===== src/rtl/aes_subword_arbiter.sv =====
// aes_subword_arbiter
// Time-shares one 32-bit SubWord unit between the round datapath (128-bit
// state, issued as four words w0..w3) and the key scheduler (one word).
// Only one transaction is in flight at a time. Results come back through a
// tag pipeline that mirrors the unit latency, so a result is captured only
// when a matching tag arrives.
module aes_subword_arbiter #(
  parameter int SBOX_LAT = 1
) (
  input  logic         clk,
  input  logic         rst_n,
  input  logic         st_valid,
  output logic         st_ready,
  input  logic [127:0] st_data,
  output logic         st_res_valid,
  output logic [127:0] st_res_data,
  input  logic         ks_valid,
  output logic         ks_ready,
  input  logic [31:0]  ks_word,
  output logic         ks_res_valid,
  output logic [31:0]  ks_res_word,
  output logic [31:0]  sb_in,
  output logic         sb_in_valid,
  input  logic [31:0]  sb_out,
  output logic         busy
);

  typedef enum logic [2:0] {IDLE, ST_ISSUE, ST_WAIT, KS_ISSUE, KS_WAIT} state_t;

  state_t               state, state_nxt;
  logic                 last_st;     // 1: last accepted requester was the state path
  logic [1:0]           iss_cnt;
  logic [1:0]           col_cnt;
  logic [127:0]         st_cap;
  logic [95:0]          shadow;      // words 0..2 of a result being collected
  logic [31:0]          ks_cap;
  logic [SBOX_LAT-1:0]  tag_vld;
  logic [SBOX_LAT-1:0]  tag_ks;
  logic                 gnt_st, gnt_ks;

  // Round-robin on ties: the requester that did not win last time goes first
  assign gnt_st = st_valid & (~ks_valid | ~last_st);
  assign gnt_ks = ks_valid & (~st_valid | last_st);

  // State register
  always_ff @(posedge clk or negedge rst_n) begin
    if (!rst_n) state <= IDLE;
    else        state <= state_nxt;
  end

  // Next-state: issue phase, then wait for the result pulse before idling
  always_comb begin
    state_nxt = state;
    case (state)
      IDLE:     if (gnt_st)            state_nxt = ST_ISSUE;
                else if (gnt_ks)       state_nxt = KS_ISSUE;
      ST_ISSUE: if (iss_cnt == 2'd3)   state_nxt = ST_WAIT;
      ST_WAIT:  if (st_res_valid)      state_nxt = IDLE;
      KS_ISSUE:                        state_nxt = KS_WAIT;
      KS_WAIT:  if (ks_res_valid)      state_nxt = IDLE;
      default:                         state_nxt = IDLE;
    endcase
  end

  // Outputs decoded from state: handshakes, SubWord drive, busy
  always_comb begin
    st_ready    = 1'b0;
    ks_ready    = 1'b0;
    sb_in       = 32'd0;
    sb_in_valid = 1'b0;
    busy        = (state != IDLE);
    case (state)
      IDLE: begin
        // rst_n gate keeps ready low while reset is held
        st_ready = rst_n & gnt_st;
        ks_ready = rst_n & gnt_ks;
      end
      ST_ISSUE: begin
        sb_in       = st_cap[{iss_cnt, 5'd0} +: 32];
        sb_in_valid = 1'b1;
      end
      KS_ISSUE: begin
        sb_in       = ks_cap;
        sb_in_valid = 1'b1;
      end
      default: ;
    endcase
  end

  // Capture request data on accept and remember who won
  always_ff @(posedge clk or negedge rst_n) begin
    if (!rst_n) begin
      st_cap  <= '0;
      ks_cap  <= '0;
      last_st <= 1'b1;
    end else if (st_ready) begin
      st_cap  <= st_data;
      last_st <= 1'b1;
    end else if (ks_ready) begin
      ks_cap  <= ks_word;
      last_st <= 1'b0;
    end
  end

  // Issue counter walks w0..w3 and wraps back to 0 for the next request
  always_ff @(posedge clk or negedge rst_n) begin
    if (!rst_n)                 iss_cnt <= 2'd0;
    else if (state == ST_ISSUE) iss_cnt <= iss_cnt + 2'd1;
  end

  // Tag pipeline, SBOX_LAT deep, aligned with the SubWord unit output
  always_ff @(posedge clk or negedge rst_n) begin
    if (!rst_n) begin
      tag_vld <= '0;
      tag_ks  <= '0;
    end else begin
      tag_vld[0] <= sb_in_valid;
      tag_ks[0]  <= (state == KS_ISSUE);
      for (int i = 1; i < SBOX_LAT; i++) begin
        tag_vld[i] <= tag_vld[i-1];
        tag_ks[i]  <= tag_ks[i-1];
      end
    end
  end

  // Collect results; state words go to the shadow until word 3 completes it
  always_ff @(posedge clk or negedge rst_n) begin
    if (!rst_n) begin
      col_cnt      <= 2'd0;
      shadow       <= '0;
      st_res_data  <= '0;
      st_res_valid <= 1'b0;
      ks_res_word  <= '0;
      ks_res_valid <= 1'b0;
    end else begin
      st_res_valid <= 1'b0;
      ks_res_valid <= 1'b0;
      if (tag_vld[SBOX_LAT-1]) begin
        if (tag_ks[SBOX_LAT-1]) begin
          ks_res_word  <= sb_out;
          ks_res_valid <= 1'b1;
        end else begin
          col_cnt <= col_cnt + 2'd1;
          case (col_cnt)
            2'd0: shadow[31:0]  <= sb_out;
            2'd1: shadow[63:32] <= sb_out;
            2'd2: shadow[95:64] <= sb_out;
            default: begin
              st_res_data  <= {sb_out, shadow};
              st_res_valid <= 1'b1;
            end
          endcase
        end
      end
    end
  end

endmodule

===== config.mk =====
export PLATFORM = sky130hd
export DESIGN_NAME = aes_subword_arbiter
export DESIGN_NICKNAME = d
export VERILOG_FILES = /design/src/rtl/aes_subword_arbiter.sv
export SDC_FILE = /design/constraint.sdc
export NUM_CORES = 1
export LEC_CHECK = 0
export ABC_AREA = 1
export BUFFER_PORTS_ARGS = -buffer_cell sky130_fd_sc_hd__buf_4
export CELL_PAD_IN_SITES_DETAIL_PLACEMENT = 1
export CELL_PAD_IN_SITES_GLOBAL_PLACEMENT = 2
export CORE_AREA = 2 2 236 238
export CTS_CLUSTER_DIAMETER = 150
export CTS_CLUSTER_SIZE = 28
export DETAILED_ROUTE_END_ITERATION = 7
export DIE_AREA = 0 0 238 240
export PLACE_DENSITY = 0.76
export SYNTH_ARGS = -nofsm -noshare
export SYNTH_HDL_FRONTEND = slang
export SYNTH_SLANG_ARGS = --single-unit

===== constraint.sdc =====
create_clock -name clk -period 2.1 [get_ports clk]
set_clock_uncertainty 0.1 [all_clocks]
set_input_delay 0.42 -clock clk [delete_from_list [all_inputs] [get_ports clk]]
set_output_delay 0.42 -clock clk [all_outputs]
set_load 0.02 [all_outputs]

==> flow_metrics.tcl <==
set metrics [dict create \
    status "finished, violations left" \
    violations "setup timing" \
    crit_type "reg2out" \
    synth-seq-cells 428 \
    period_minus_slack_ps 2570 \
    whs_ps 23.4 \
    cts.path.max_buffers 3 \
    dr.pass1.iters 5 \
    drv_cap 0 \
    crit_required_ps 1580 \
    setup_viol 35 \
    p_switching_w 0.0154 \
    nets 2658 \
    clk-insertion-delay-late_ps 560 \
    placedCellCount 2946 \
    slew_viol_final 0 \
    reg2reg_slack_ps 50 \
    die_y_um 240 \
    antenna_found_initial 14 \
    slew_headroom 0.373 \
    layout-drive-gt1-share 0.262 \
    dieArea_um2 57100 \
    syn_avg_cell_area_um2 8.99 \
    clkPwrFrac 0.124 \
    p_leak_nw 12.2 \
    synth_nets 2118 \
    cts_sinks 428 \
    fin_util 0.447 \
    drc 0 \
    die_w_um 238 \
    routed_wl_um 66100 \
    cts_buffers 19 \
    ant_nets 0 \
    crit_path_start_kind "register" \
    area_growth_pct 41.8 \
    worst_r2r_endpoint "st_cap[93]" \
    netlist_area_um2 17200 \
    start_util 0.315 \
    cts_tree "done" \
    num_rows 86 \
    worst_setup_path_end_kind "output pin" \
    drt_iter0_drc 869 \
    grt_max_degree 138 \
    grt.overflow.total 0 \
    dr_total_vias 15100 \
    final_cell_mix "nand2_1, dfrtp_1, buf_4" \
    intPower_w 0.0208 \
    synth_warnings 0 \
    clk_pin_slew_worst_paths_ps 120 \
    port_buffers 393 \
    pwr-share-seq 0.400 \
    synth_cells 1917 \
    hold_class "in2async" \
    grt_pass1_wl_um 97600 \
    synth.distinct_cells 22 \
    vias_per_cell 4.76 \
    htree_num_levels 1 \
    switching_share 0.425 \
    ir_drop_v 0.000677 \
    gp_congestion 0.871 \
    cts-root-buf "clkbuf_16" \
    power_frac_comb 0.477 \
    dp_hpwl_um 44800 \
    wire_per_inst_um 20.8 \
    seq_area_frac_synth 0.621 \
    layoutNonFillerInstCount 3173 \
    rsz0062_at_grt "yes" \
    fillerInstances 6226 \
    grt_use_total 0.224 \
    fmax_mhz 389 \
    crit_arrival_ps 2050 \
    first_global_vias 15900 \
    finalHoldViolations 0 \
    reg2reg_depth 11 \
    mostFrequentLayoutCell "nand2_1" \
    power.density_nw_per_um2 1480 \
    period_share 1.22 \
    tightest_slew_ps 941 \
    setup_ws_ps -472 \
    worstReg2RegStart "state[2]" \
    coreArea_um2 54700 \
    ios 394 \
    critPathMaxFanout 6 \
]
-- per-stage QoR --
| stage | setup TNS, ps | power, W | cell area, µm² | setup slack [ps] |
|---|---|---|---|---|
| floorplan | 0 | 0.0220 | 17200 | 158 |
| global placement | 0 | 0.0284 | 21100 | 34.5 |
| detailed placement | -8.77 | 0.0289 | 21100 | -8.77 |
| CTS | -14060 | 0.0348 | 23700 | -481 |
| global route | -16420 | 0.0385 | 24500 | -530 |
| finish | -13560 | 0.0361 | 24500 | -472 |
-- power groups by stage --
stage                     Sequential [W]  Combinational (W)  Clock [W]
final                             0.0144             0.0172    0.00447
after global routing              0.0149             0.0188    0.00489
after CTS                         0.0144             0.0157    0.00467
after detailed placement          0.0146             0.0143          0
after global placement            0.0144             0.0140          0
after floorplan                   0.0155            0.00650          0
-- critical path, cell delays in order (launching register included) --
cell and delay (ps):
dfrtp_4 520, buf_12 160, buf_6 140, buf_4 140
o21ai_4 150, nand3_2 120, o21ai_4 100, buf_6 150
-- timing repair --
action,4_1_cts,5_1_grt
setup buffers,14,16
setup endpoints to repair,35,40
gates cloned,5,5
gates resized for setup,98,175
endpoints found under the hold margin,375,0
pin swaps,3,20
hold buffers,157,0
-- state kept, by name, summed over array words and instances, names as in the netlist --
name and cells:
st_cap 128, st_res_data 128, shadow 96, ks_cap 32
ks_res_word 32, state 3, col_cnt 2, iss_cnt 2
ks_res_valid 1, last_st 1, st_res_valid 1, tag_ks 1
tag_vld 1
-- worst max-delay path by stage --
stage               slack, ps  startpoint        end  cells past startpoint
floorplan                 160    state[2]  sb_in[26]                      6
global placement           30  iss_cnt[0]  sb_in[16]                      5
detailed placement         -9    state[2]  sb_in[30]                      7
CTS                      -480  iss_cnt[0]  sb_in[15]                      7
global route             -530  iss_cnt[0]  sb_in[16]                      6
finish                   -470  iss_cnt[0]   sb_in[7]                      7
-- per-layer routing --
metal | vias up | wire (µm) | global-route usage
met5 | - | 81 | 0
met4 | 14 | 2140 | 0.0642
met3 | 92 | 2820 | 0.0364
met2 | 327 | 33000 | 0.391
met1 | 7562 | 28100 | 0.285
li1 | 7113 | - | -
-- logic make-up after synthesis --
logic type / count (synthesis) / synth area share
xor+xnor: 2 / 0.00102
buf+inv: 257 / 0.0688
flops: 428 / 0.621
simple gates: 805 / 0.181
compound gates: 420 / 0.124
fa+ha+maj: 5 / 0.00363
-- final cells by class --
cell class	instances	area [µm²]	area share
diodes	7	17.5	0.000716
clock buffers	24	494	0.0202
clock inverters	2	28.8	0.00118
inverters	143	551	0.0225
multi-input cells	1232	5980	0.244
flip-flops and latches	428	10700	0.438
well taps	704	881	0.0360
repair buffers	633	5790	0.237
-- cell usage after synthesis --
master    number  area share
buf_2         37       0.011
xor2_1         1     0.00051
o21ai_2       10      0.0051
buf_4         10      0.0044
dfrtp_1      427        0.62
o21ai_1       86       0.025
o21ai_0      260       0.075
a21oi_1       64       0.019
ha_1           5      0.0036
nand4_1        1     0.00036
inv_1        139       0.030
dfstp_2        1      0.0015
clkbuf_1      47       0.010
clkbuf_2       2     0.00058
nand3_1       37       0.011
nand2_2       13      0.0047
nor2_1         8      0.0017
xnor2_1        1     0.00051
buf_6         18       0.012
nand2_1      743        0.16
inv_2          4     0.00087
nor2_4         3      0.0020
Power figures use the tool's default switching activity.
